$ cat src/rtl/id_ex_stage.sv
// ID/EX pipeline register with load-use hazard detection.
// Registers the decoded control word and operands into EX. On a load-use
// dependency it freezes PC and IF/ID for one cycle and writes a bubble.
// It squashes the decode instruction on flush and freezes on hold.
// Optional build macro HAZARD_STATS_EN adds saturating bubble/flush counters.
module id_ex_stage #(
  parameter int DATA_W = 32,
  parameter int REG_W  = 5
) (
  input  logic              clk,
  input  logic              rst,
  input  logic [9:0]        id_ctrl,
  input  logic              id_valid,
  input  logic [DATA_W-1:0] id_rs_data,
  input  logic [DATA_W-1:0] id_rt_data,
  input  logic [DATA_W-1:0] id_imm,
  input  logic [DATA_W-1:0] id_pc4,
  input  logic [REG_W-1:0]  id_rs,
  input  logic [REG_W-1:0]  id_rt,
  input  logic [REG_W-1:0]  id_rd,
  input  logic              flush,
  input  logic              hold,
  output logic [9:0]        ex_ctrl,
  output logic              ex_valid,
  output logic [DATA_W-1:0] ex_rs_data,
  output logic [DATA_W-1:0] ex_rt_data,
  output logic [DATA_W-1:0] ex_imm,
  output logic [DATA_W-1:0] ex_pc4,
  output logic [REG_W-1:0]  ex_rs,
  output logic [REG_W-1:0]  ex_rt,
  output logic [REG_W-1:0]  ex_rd,
  output logic              stall,
  output logic              pc_write,
  output logic              ifid_write
`ifdef HAZARD_STATS_EN
  ,
  output logic [15:0]       bubble_cnt,
  output logic [15:0]       flush_cnt
`endif
);

  logic [9:0]        ctrl_p0;
  logic              vld_p0;
  logic [DATA_W-1:0] rs_data_p0;
  logic [DATA_W-1:0] rt_data_p0;
  logic [DATA_W-1:0] imm_p0;
  logic [DATA_W-1:0] pc4_p0;
  logic [REG_W-1:0]  rs_p0;
  logic [REG_W-1:0]  rt_p0;
  logic [REG_W-1:0]  rd_p0;

  logic uses_rt;
  logic rt_hit;
  logic load_en;
  logic kill;

  // Stores (MemWrite) and R-type (ALUSrc=0) instructions read rt as a source.
  assign uses_rt = ~id_ctrl[8] | id_ctrl[7];
  assign rt_hit  = (rt_p0 == id_rs) | (uses_rt & (rt_p0 == id_rt));

  // A load in EX feeding the decode instruction; $0 never forwards a real value.
  assign stall = id_valid & vld_p0 & ctrl_p0[3] & (rt_p0 != '0) & rt_hit
               & ~flush & ~hold;

  // Reset forces the upstream enables open so fetch restarts cleanly.
  assign pc_write   = rst | ~(stall | hold);
  assign ifid_write = pc_write;

  // Flush overrides hold; otherwise hold freezes the whole register.
  assign load_en = flush | ~hold;
  assign kill    = flush | stall | ~id_valid;

  // ---- ID -> EX boundary: control word and valid
  always_ff @(posedge clk or posedge rst) begin
    if (rst) begin
      ctrl_p0 <= '0;
      vld_p0  <= 1'b0;
    end else if (load_en) begin
      ctrl_p0 <= kill ? 10'd0 : id_ctrl;
      vld_p0  <= ~kill;
    end
  end

  // ---- ID -> EX boundary: operands and specifiers (loaded even on bubble)
  always_ff @(posedge clk or posedge rst) begin
    if (rst) begin
      rs_data_p0 <= '0;
      rt_data_p0 <= '0;
      imm_p0     <= '0;
      pc4_p0     <= '0;
      rs_p0      <= '0;
      rt_p0      <= '0;
      rd_p0      <= '0;
    end else if (load_en) begin
      rs_data_p0 <= id_rs_data;
      rt_data_p0 <= id_rt_data;
      imm_p0     <= id_imm;
      pc4_p0     <= id_pc4;
      rs_p0      <= id_rs;
      rt_p0      <= id_rt;
      rd_p0      <= id_rd;
    end
  end

  assign ex_ctrl    = ctrl_p0;
  assign ex_valid   = vld_p0;
  assign ex_rs_data = rs_data_p0;
  assign ex_rt_data = rt_data_p0;
  assign ex_imm     = imm_p0;
  assign ex_pc4     = pc4_p0;
  assign ex_rs      = rs_p0;
  assign ex_rt      = rt_p0;
  assign ex_rd      = rd_p0;

`ifdef HAZARD_STATS_EN
  function automatic logic [15:0] sat_inc(input logic [15:0] v);
    return (v == 16'hFFFF) ? v : v + 16'd1;
  endfunction

  // Count stall bubbles and applied flushes, holding at full scale.
  always_ff @(posedge clk or posedge rst) begin
    if (rst) begin
      bubble_cnt <= '0;
      flush_cnt  <= '0;
    end else begin
      if (stall) bubble_cnt <= sat_inc(bubble_cnt);
      if (flush) flush_cnt  <= sat_inc(flush_cnt);
    end
  end
`endif

endmodule

$ cat config.mk
export PLATFORM = sky130hd
export DESIGN_NAME = id_ex_stage
export DESIGN_NICKNAME = d
export VERILOG_FILES = /design/src/rtl/id_ex_stage.sv
export SDC_FILE = /design/constraint.sdc
export NUM_CORES = 1
export LEC_CHECK = 0
export ABC_AREA = 1
export ABC_CLOCK_PERIOD_IN_PS = 8850
export BUFFER_PORTS_ARGS = -buffer_cell sky130_fd_sc_hd__buf_4
export CORE_AREA = 4 4 119 121
export CTS_BUF_LIST = sky130_fd_sc_hd__clkbuf_8
export DETAILED_ROUTE_END_ITERATION = 12
export DIE_AREA = 0 0 123 125
export PLACE_DENSITY = 0.81
export SYNTH_ARGS = -nofsm -noshare
export SYNTH_HDL_FRONTEND = slang
export SYNTH_SLANG_ARGS = --single-unit
$ cat constraint.sdc
create_clock -name clk -period 8.85 [get_ports clk]
set_clock_uncertainty 0.05 [all_clocks]
set_input_delay 0 -clock clk [delete_from_list [all_inputs] [get_ports clk]]
set_output_delay 0 -clock clk [all_outputs]
set_load 0.005 [all_outputs]
==> results of run 1 <==
final timing paths:
check	endpoint	cells after the start	slack, ns	from
min in group asynchronous	ex_imm[7]	3	0.17	rst
max in group asynchronous	ex_rs_data[4]	4	7.13	rst
worst max-delay path	ex_imm[31]	9	5.63	hold
worst min-delay path	ex_valid	4	0.04	flush
worst min register to register	ex_rs_data[1]	2	0.44	ex_rs_data[1]
worst max register to register	ex_ctrl[4]	11	6.27	ex_rt[1]
cell families (layout without fill, tap and decap cells):
| group | Yosys count | after routing | share of synthesized area |
|---|---|---|---|
| AND/OR/NAND/NOR | 489 | 489 | 0.311 |
| AO/OA/AOI/OAI | 9 | 9 | 0.00745 |
| XOR/XNOR | 1 | 1 | 0.00145 |
| other | 0 | 5 | 0 |
| flip-flops | 154 | 154 | 0.637 |
| buffers and inverters | 54 | 575 | 0.0434 |
sequential cells by signal (all words and copies together), names as in the netlist:
name and cells:
ex_pc4 32, ex_ctrl 10, ex_imm 32, ex_rt_data 32
ex_rd 5, ex_valid 1, ex_rt 5, ex_rs 5
ex_rs_data 32
layer usage:
| layer | vias up | global-route usage |
|---|---|---|
| met5 | - | 0 |
| met4 | 0 | 0.197 |
| met3 | 115 | 0.0989 |
| met2 | 458 | 0.577 |
| met1 | 3393 | 0.370 |
| li1 | 3148 | - |
timing repair:
action / CTS / global route
endpoints found under the setup margin: 0 / 0
endpoints found under the hold margin: 233 / 0
hold buffers: 207 / 0
setup buffers: 0 / 0
gates resized for setup: 0 / 0
layout by cell type, fill, tap and decap left out:
master           n
clkbuf_8        18
dlygate4sd3_1  207
nand4_1         12
inv_1           16
diode_2          5
inv_2            4
inv_4            1
nand3_1          3
inv_6            1
o21ai_0          9
nor2_4           1
xnor2_1          1
nand2_1        463
clkinvlp_4       4
bufinv_16        2
nor2_1           9
nand2_2          1
clkinv_2         3
dfrtp_1        154
clkinv_4         2
buf_4          317
area by class of cell:
| type | count | area, sq um |
|---|---|---|
| timing repair buffer | 524 | 4450 |
| sequential | 154 | 3850 |
| fill | 646 | 2150 |
| multi-input combinational | 499 | 1930 |
| clock buffer | 18 | 248 |
| tap | 176 | 220 |
| clock inverter | 14 | 134 |
| inverter | 19 | 78.8 |
| antenna | 5 | 12.5 |
worst min-delay path, cell delays in order:
cell and delay [ns]:
buf_4 0.11, nor2_1 0.18, nand3_1 0.14, nand2_1 0.05
report_power, final:
part | switching (mW) | internal [mW]
clock network | 0.270 | 0.254
logic | 0.156 | 0.205
registers | 0.0398 | 0.759
total | 0.466 | 1.22
stage by stage:
stage                     std cells  total power, mW   util  instance area (sq um)
after floorplan                 707            0.896      -                   6050
after global placement         1165             1.06  0.647                   8470
after detailed placement       1165             1.07  0.647                   8470
after CTS                      1404             1.66  0.834                  10900
after global routing           1408             1.75  0.835                  10900
final                          1409             1.69  0.835                  10900
==> flow_summary.ini, run 1 <==
[critical_path]
crit_fanout = 98
crit_required_ns = 9.13
path_buf_inv = 6
critPathTopFamily = buffers and inverters
endpoint_type_of_the_worst_setup_path = flip-flop
slowest_delay_ns = 0.84
critical_path.slowest_cell = nor2_4
criticalPathCategory = in2reg
worstPathCellList = dlygate4sd3_1 -> buf_4 -> inv_2 -> nor2_4 -> inv_4 -> buf_4 -> nand2_1 -> nand2_1 -> dlygate4sd3_1
critPathArrivalTime_ns = 3.50
critPathLaunchType = input pin

[sta]
maxClockFrequency_mhz = 310
timing.max_slew.rel_slack = 0.241
finalHoldWorstSlack_ns = 0.0428
final_min_period_over_clock_period = 0.364
hold_viol = 0
slew_violations = 0
worst_slew_pin_tran_ns = 1.14
report.final.setup_viol = 0
setup_ws_ns = 5.63
rsz_0062_raised_after_global_routing = false
fin_tns_setup_ns = 0
final_period_minus_worst_setup_slack_ns = 3.22

[synthesis]
synth_edf_count = 0
ys_dominant_reg_cell = dfrtp_1
ys.warnings.count = 0
synthesis_stage_register_bit_count = 154
synthesis.instances = 707
syn_area_per_cell_sq_um = 8.56
unique_masters_post_synth = 15
synth_top_cell_area_share = 0.637
synthesis.area_sq_mm = 0.00605
netlist.top_cell.by_area = dfrtp_1
synthArstFlopShare = 1.00
synth_fp_nets = 865
yosys-top-cells-area = dfrtp_1 (64%), nand2_1 (29%), buf_4 (1.2%), nand4_1 (1.2%), buf_2 (0.99%)
yosys.cell_count.top_type = nand2_1
netlist_top_cells_count = nand2_1 (463), dfrtp_1 (154), inv_1 (14)
sequential_to_total_area_share_from_yosys_stat = 0.637

[clock_network]
numClockSinks = 154
tritoncts.num_buffers = 17
worst_skew_pair.late_latency_ns = 0.44
clock_tree.root_cell = clkbuf_8
clk_pin_slew_ns = 0.09
tritoncts = built
cts-root-to-sink-buffers = 2
htree_num_levels = 4

[placement]
place.detailed.hpwl_mm = 13.1
place_ws_ns = 6.31
finalWeightedCongestion = 0.850
io_buffers = 314

[routing]
drt-wirelength-per-cell_um = 18.1
initialDrtViolationCount = 557
dr_wl_met2_mm = 12.9
dr.pass1.iters = 5
viasPerCell = 5.05
via_count = 7114
detailroute.wirelength.met3_mm = 2.33
remaining_drc_errors = 0
ant_nets = 0
detail_route.wirelength_mm = 25.5
route.top_layer_used = met4
wl_met1_mm = 8.87

[die]
fp.dieArea_sq_mm = 0.0154
boundaryPins = 315
row_count = 42
floorplan.die.height_um = 125
die_width_um = 123
effective_utilization_at_floorplan = 0.462
fp.coreArea_sq_mm = 0.0131

[pwr]
p_leak_nw = 5.94
peakVddDrop_mv = 0.0962
p_per_area_mw_per_mm2 = 154

[global_route]
antenna_violations_before_repair = 4
first_global_vias = 7560
grt_use_total = 0.338
overflow = 0
grt_max_degree = 118
grt_pass1_wl_mm = 40.0

[job]
max_cap_viol_count = 0

[finish]
drive_above_1_share = 0.288
layout-area-overhead-vs-synth_pct = 80.7
final_nets = 1373

[hold_path]
worst_hold_path_type = in2reg

[outcome]
outcome = complete, no violations
Note: power is estimated with default switching activity, not from simulation.
==> run 2: changes to the inputs <==
Settings changed: ABC_CLOCK_PERIOD_IN_PS 8850 to 2800, CORE_AREA 4 4 119 121 to default, CORE_MARGIN from default to 4, CORE_UTILIZATION from default to 42, DIE_AREA 0 0 123 125 to default, PLACE_DENSITY 0.81 to 0.78.
Clock period 8.85 ns to 2.8 ns, I/O delays scaled along.
==> flow_summary.ini, run 2 (synthesis results as in run 1) <==
[finish]
instances_no_fill = 1370
drive_above_1_share = 0.302
register_area_sq_mm = 0.00385
commonest_non_fill_non_tap_cells_in_the_layout = nand2_1 (463), buf_4 (318), dlygate4sd3_1 (166)
fill_cells = 899
multi_input_area_sq_mm = 0.00193
final_common_cell = nand2_1
layout-area-overhead-vs-synth_pct = 75.1
final_nets = 1336
cell_area_after_layout_sq_mm = 0.0106

[outcome]
outcome = complete, no violations

[routing]
via_count = 6568
initialDrtViolationCount = 450
detail_route.wirelength_mm = 22.3
route.top_layer_used = met4
remaining_drc_errors = 0
drt-wirelength-per-cell_um = 16.3
viasPerCell = 4.79
ant_nets = 0
detailroute.wirelength.met3_mm = 1.90
wl_met1_mm = 7.91
dr.pass1.iters = 5
dr_wl_met2_mm = 11.4

[critical_path]
critical_path.reg2reg.endpoint = ex_ctrl[5]
crit_required_ns = 3.14
critPathArrivalTime_ns = 2.30
criticalPathCategory = reg2reg
reg2reg_path_depth = 8
reg2reg_setup_slack_ns = 0.84
regToRegStartpoint = ex_rt[1]
critPathLaunchType = flip-flop
crit_fanout = 13
endpoint_type_of_the_worst_setup_path = flip-flop

[pwr]
p_leak_nw = 5.77
p_per_area_mw_per_mm2 = 496
total_power_mw = 5.25
peakVddDrop_mv = 0.313

[global_route]
grt_max_degree = 162
grt_pass1_wl_mm = 34.8
antenna_violations_before_repair = 1
overflow = 0
grt_use_total = 0.273
first_global_vias = 6905

[hold_path]
worst_hold_path_type = in2async

[clock_network]
clk_pin_slew_ns = 0.09
tritoncts.num_buffers = 17
worst_skew_pair.late_latency_ns = 0.44
tritoncts = built
htree_num_levels = 4
postCtsResizedCells = 0
numClockSinks = 154
cts-root-to-sink-buffers = 2
clock_tree.root_cell = clkbuf_8

[placement]
place_inst = 1173
finalWeightedCongestion = 0.816
place.detailed.hpwl_mm = 12.8
postPlaceCellArea_sq_mm = 0.00854
io_buffers = 314

[die]
row_count = 43
boundaryPins = 315
fp.coreArea_sq_mm = 0.0140
effective_utilization_at_floorplan = 0.432
fp.dieArea_sq_mm = 0.0164
floorplan.die.height_um = 128
die_width_um = 128

[sta]
slew_violations = 0
fin_tns_setup_ns = 0
worst_slew_pin_tran_ns = 0.732
hold_viol = 0
final_period_minus_worst_setup_slack_ns = 1.96
timing.max_slew.rel_slack = 0.510
maxClockFrequency_mhz = 511
rsz_0062_raised_after_global_routing = false
final_min_period_over_clock_period = 0.699
report.final.setup_viol = 0

[job]
max_cap_viol_count = 0
-- run 2: cell count changes in the layout (fill, tap and decap cells not counted), sizes merged --
cell	delta
dlygate4sd3	-41
buf	+4
diode	-4
inv	-3
clkbuf	+2
clkinv	-1
-- run 2: final cells by class --
type | count | share of cell area
Inverter | 19 | 0.00732
Clock buffer | 20 | 0.0260
Tap cell | 180 | 0.0213
Antenna cell | 1 | 0.000236
Clock inverter | 10 | 0.0112
Multi-Input combinational cell | 499 | 0.182
Timing Repair Buffer | 487 | 0.388
Sequential cell | 154 | 0.364
-- run 2: timing repair --
action,4_1_cts,5_1_grt
hold buffers,166,0
buffers inserted,0,0
endpoints found under the hold margin,233,0
-- run 2: stage by stage --
stage           util  worst slack [ns]  hold slack [ns]
2_1_floorplan      -            0.0135          -0.0189
3_3_place_gp   0.610              1.25           0.0316
3_5_place_dp   0.610              1.23           0.0307
4_1_cts        0.757             0.809           0.0952
5_1_grt        0.757             0.655            0.126
6_report       0.757             0.841            0.120
-- run 2: layer usage --
metal,track usage,vias up
met5,0,-
met4,0.150,0
met3,0.0817,88
met2,0.477,339
met1,0.294,3068
li1,-,3073
-- run 2: critical path, cell delays in order (launching register included) --
cell and delay, ns:
dfrtp_1 0.45, nor2_1 0.15, nand4_1 0.12, nand4_1 0.10, inv_1 0.05, nand2_2 0.19
nand4_1 0.13, dlygate4sd3_1 0.60, nand2_1 0.07
-- run 2: where the power goes --
group,total [mW],switching (mW),internal [mW]
clock,1.69,0.832,0.855
combinational,1.05,0.452,0.596
sequential,2.52,0.116,2.40
total,5.25,1.40,3.85
-- run 2: worst max-delay path by stage --
stage          startpoint             to  slack, ns  depth (start not counted)
2_1_floorplan         rst       pc_write       0.01                          3
3_3_place_gp         hold     ex_imm[30]       1.25                          7
3_5_place_dp         hold  ex_rt_data[4]       1.23                          7
4_1_cts          ex_rt[1]     ifid_write       0.81                         10
5_1_grt          ex_rt[2]     ifid_write       0.66                         10
6_report         ex_rt[1]     ex_ctrl[5]       0.84                          8
==> run 3: changes to the inputs <==
Settings changed: ABC_CLOCK_PERIOD_IN_PS 2800 to 1600.
Clock period 2.8 ns to 1.6 ns, I/O delays scaled along.
==> flow_summary.ini, run 3 (synthesis results as in run 1) <==
[outcome]
outcome = finished, violations left
failed_checks = negative setup slack

[placement]
place_ws_ns = 0.146
place_inst = 1174
place.detailed.hpwl_mm = 12.9
finalWeightedCongestion = 0.829
io_buffers = 314
postPlaceCellArea_sq_mm = 0.00856

[sta]
final_min_period_over_clock_period = 1.10
hold_viol = 0
report.final.setup_viol = 13
setup_ws_ns = -0.157
finalHoldWorstSlack_ns = 0.0374
timing.max_slew.rel_slack = 0.557
rsz_0062_raised_after_global_routing = true
slew_violations = 0
fin_tns_setup_ns = -0.725
final_period_minus_worst_setup_slack_ns = 1.76
worst_slew_pin_tran_ns = 0.664
maxClockFrequency_mhz = 569

[global_route]
first_global_vias = 6932
grt_max_degree = 162
antenna_violations_before_repair = 2
overflow = 0
grt_pass1_wl_mm = 35.7
grt_use_total = 0.279

[routing]
initialDrtViolationCount = 403
viasPerCell = 4.79
via_count = 6576
remaining_drc_errors = 0
detail_route.wirelength_mm = 22.9
drt-wirelength-per-cell_um = 16.7
ant_nets = 0
dr.pass1.iters = 5

[die]
floorplan.die.height_um = 128
boundaryPins = 315
die_width_um = 128
row_count = 43
fp.coreArea_sq_mm = 0.0140
fp.dieArea_sq_mm = 0.0164
effective_utilization_at_floorplan = 0.432

[finish]
instances_no_fill = 1373
final_nets = 1336
final_common_cell = nand2_1
finalCoreUtilization = 0.763
drive_above_1_share = 0.319
cell_area_after_layout_sq_mm = 0.0107
commonest_non_fill_non_tap_cells_in_the_layout = nand2_1 (456), buf_4 (324), dlygate4sd3_1 (156)
layout-area-overhead-vs-synth_pct = 76.4

[pwr]
peakVddDrop_mv = 0.534
p_per_area_mw_per_mm2 = 893
total_power_mw = 9.53
p_leak_nw = 5.86

[hold_path]
min_delay_path_depth = 6
worst_hold_path_type = in2reg
hold_path_end = ex_valid
hold_start = id_valid

[clock_network]
clk_pin_slew_ns = 0.08
cts-root-to-sink-buffers = 2
numClockSinks = 154
htree_num_levels = 4
tritoncts = built
tritoncts.num_buffers = 17
clock_tree.root_cell = clkbuf_8
worst_skew_pair.late_latency_ns = 0.45

[critical_path]
slowest_delay_ns = 0.43
criticalPathCategory = reg2out
endpoint_type_of_the_worst_setup_path = output pin
critPathLaunchType = flip-flop
worstPathCellList = inv_2 -> nand2_2 -> nand2_2 -> nor2_1 -> nand3_1 -> nand2_2 -> nand2_4 -> nand2_2 -> nand2_2 -> buf_4
crit_fanout = 5
reg2reg_setup_slack_ns = -0.05
reg2reg_path_depth = 12
path_buf_inv = 2
critPathTopFamily = simple AND/OR/NAND/NOR gates
critical_path.reg2reg.endpoint = ex_ctrl[4]
critPathArrivalTime_ns = 1.71
critical_path.slowest_cell = dfrtp_1
critical-path-top-cell-by-count = nand2_2
regToRegStartpoint = ex_rt[0]
crit_required_ns = 1.55

[job]
max_cap_viol_count = 0
-- run 3: changes by cell type in the layout (fill, tap and decap cells not counted), sizes merged --
cell         before  now
clkinv            4    5
dlygate4sd3     166  156
clkinvlp          4    1
buf             321  331
inv              19   20
bufinv            2    4
diode             1    3
-- run 3: metal layers --
| metal | GRT usage | up-vias | part of all wire |
|---|---|---|---|
| met5 | 0 | - | 0 |
| met4 | 0.120 | 0 | 0.040 |
| met3 | 0.0754 | 65 | 0.081 |
| met2 | 0.490 | 363 | 0.51 |
| met1 | 0.321 | 3074 | 0.37 |
| li1 | - | 3074 | - |
-- run 3: layout make-up --
cell class	instances	area (sq um)
clock buffer	20	275
fill	859	3310
inverter	19	77.6
tap	180	225
multi-input combinational	499	1960
timing repair buffer	487	4110
antenna	3	7.51
sequential	154	3860
clock inverter	11	169
-- run 3: how the worst max path moves through the flow --
stage | startpoint | end | slack, ns | cells after the start
after floorplan | rst | pc_write | -1.14 | 3
after global placement | ex_rt[4] | ifid_write | 0.20 | 10
after detailed placement | ex_rt[3] | ifid_write | 0.15 | 10
after CTS | ex_rt[1] | ifid_write | -0.15 | 10
after global routing | ex_rt[1] | pc_write | -0.26 | 10
final | ex_rt[0] | pc_write | -0.16 | 10
-- run 3: power by group --
group / switching (mW) / leakage (nW) / internal (mW)
Sequential: 0.201 / 1.86 / 4.20
Clock: 1.44 / 0.230 / 1.82
Combinational: 0.815 / 3.77 / 1.06
Total: 2.46 / 5.86 / 7.08
-- run 3: repair_timing --
item	in CTS	in global routing
hold buffers	156	0
pin swaps	3	8
endpoints found under the hold margin	308	0
setup endpoints to repair	3	13
buffers inserted	7	2
resized for setup	5	10
-- run 3: worst min-delay path, cell delays in order --
cell	delay, ns
buf_4	0.11
inv_1	0.04
nor2_1	0.05
buf_4	0.17
nand3_1	0.08
nand2_1	0.04
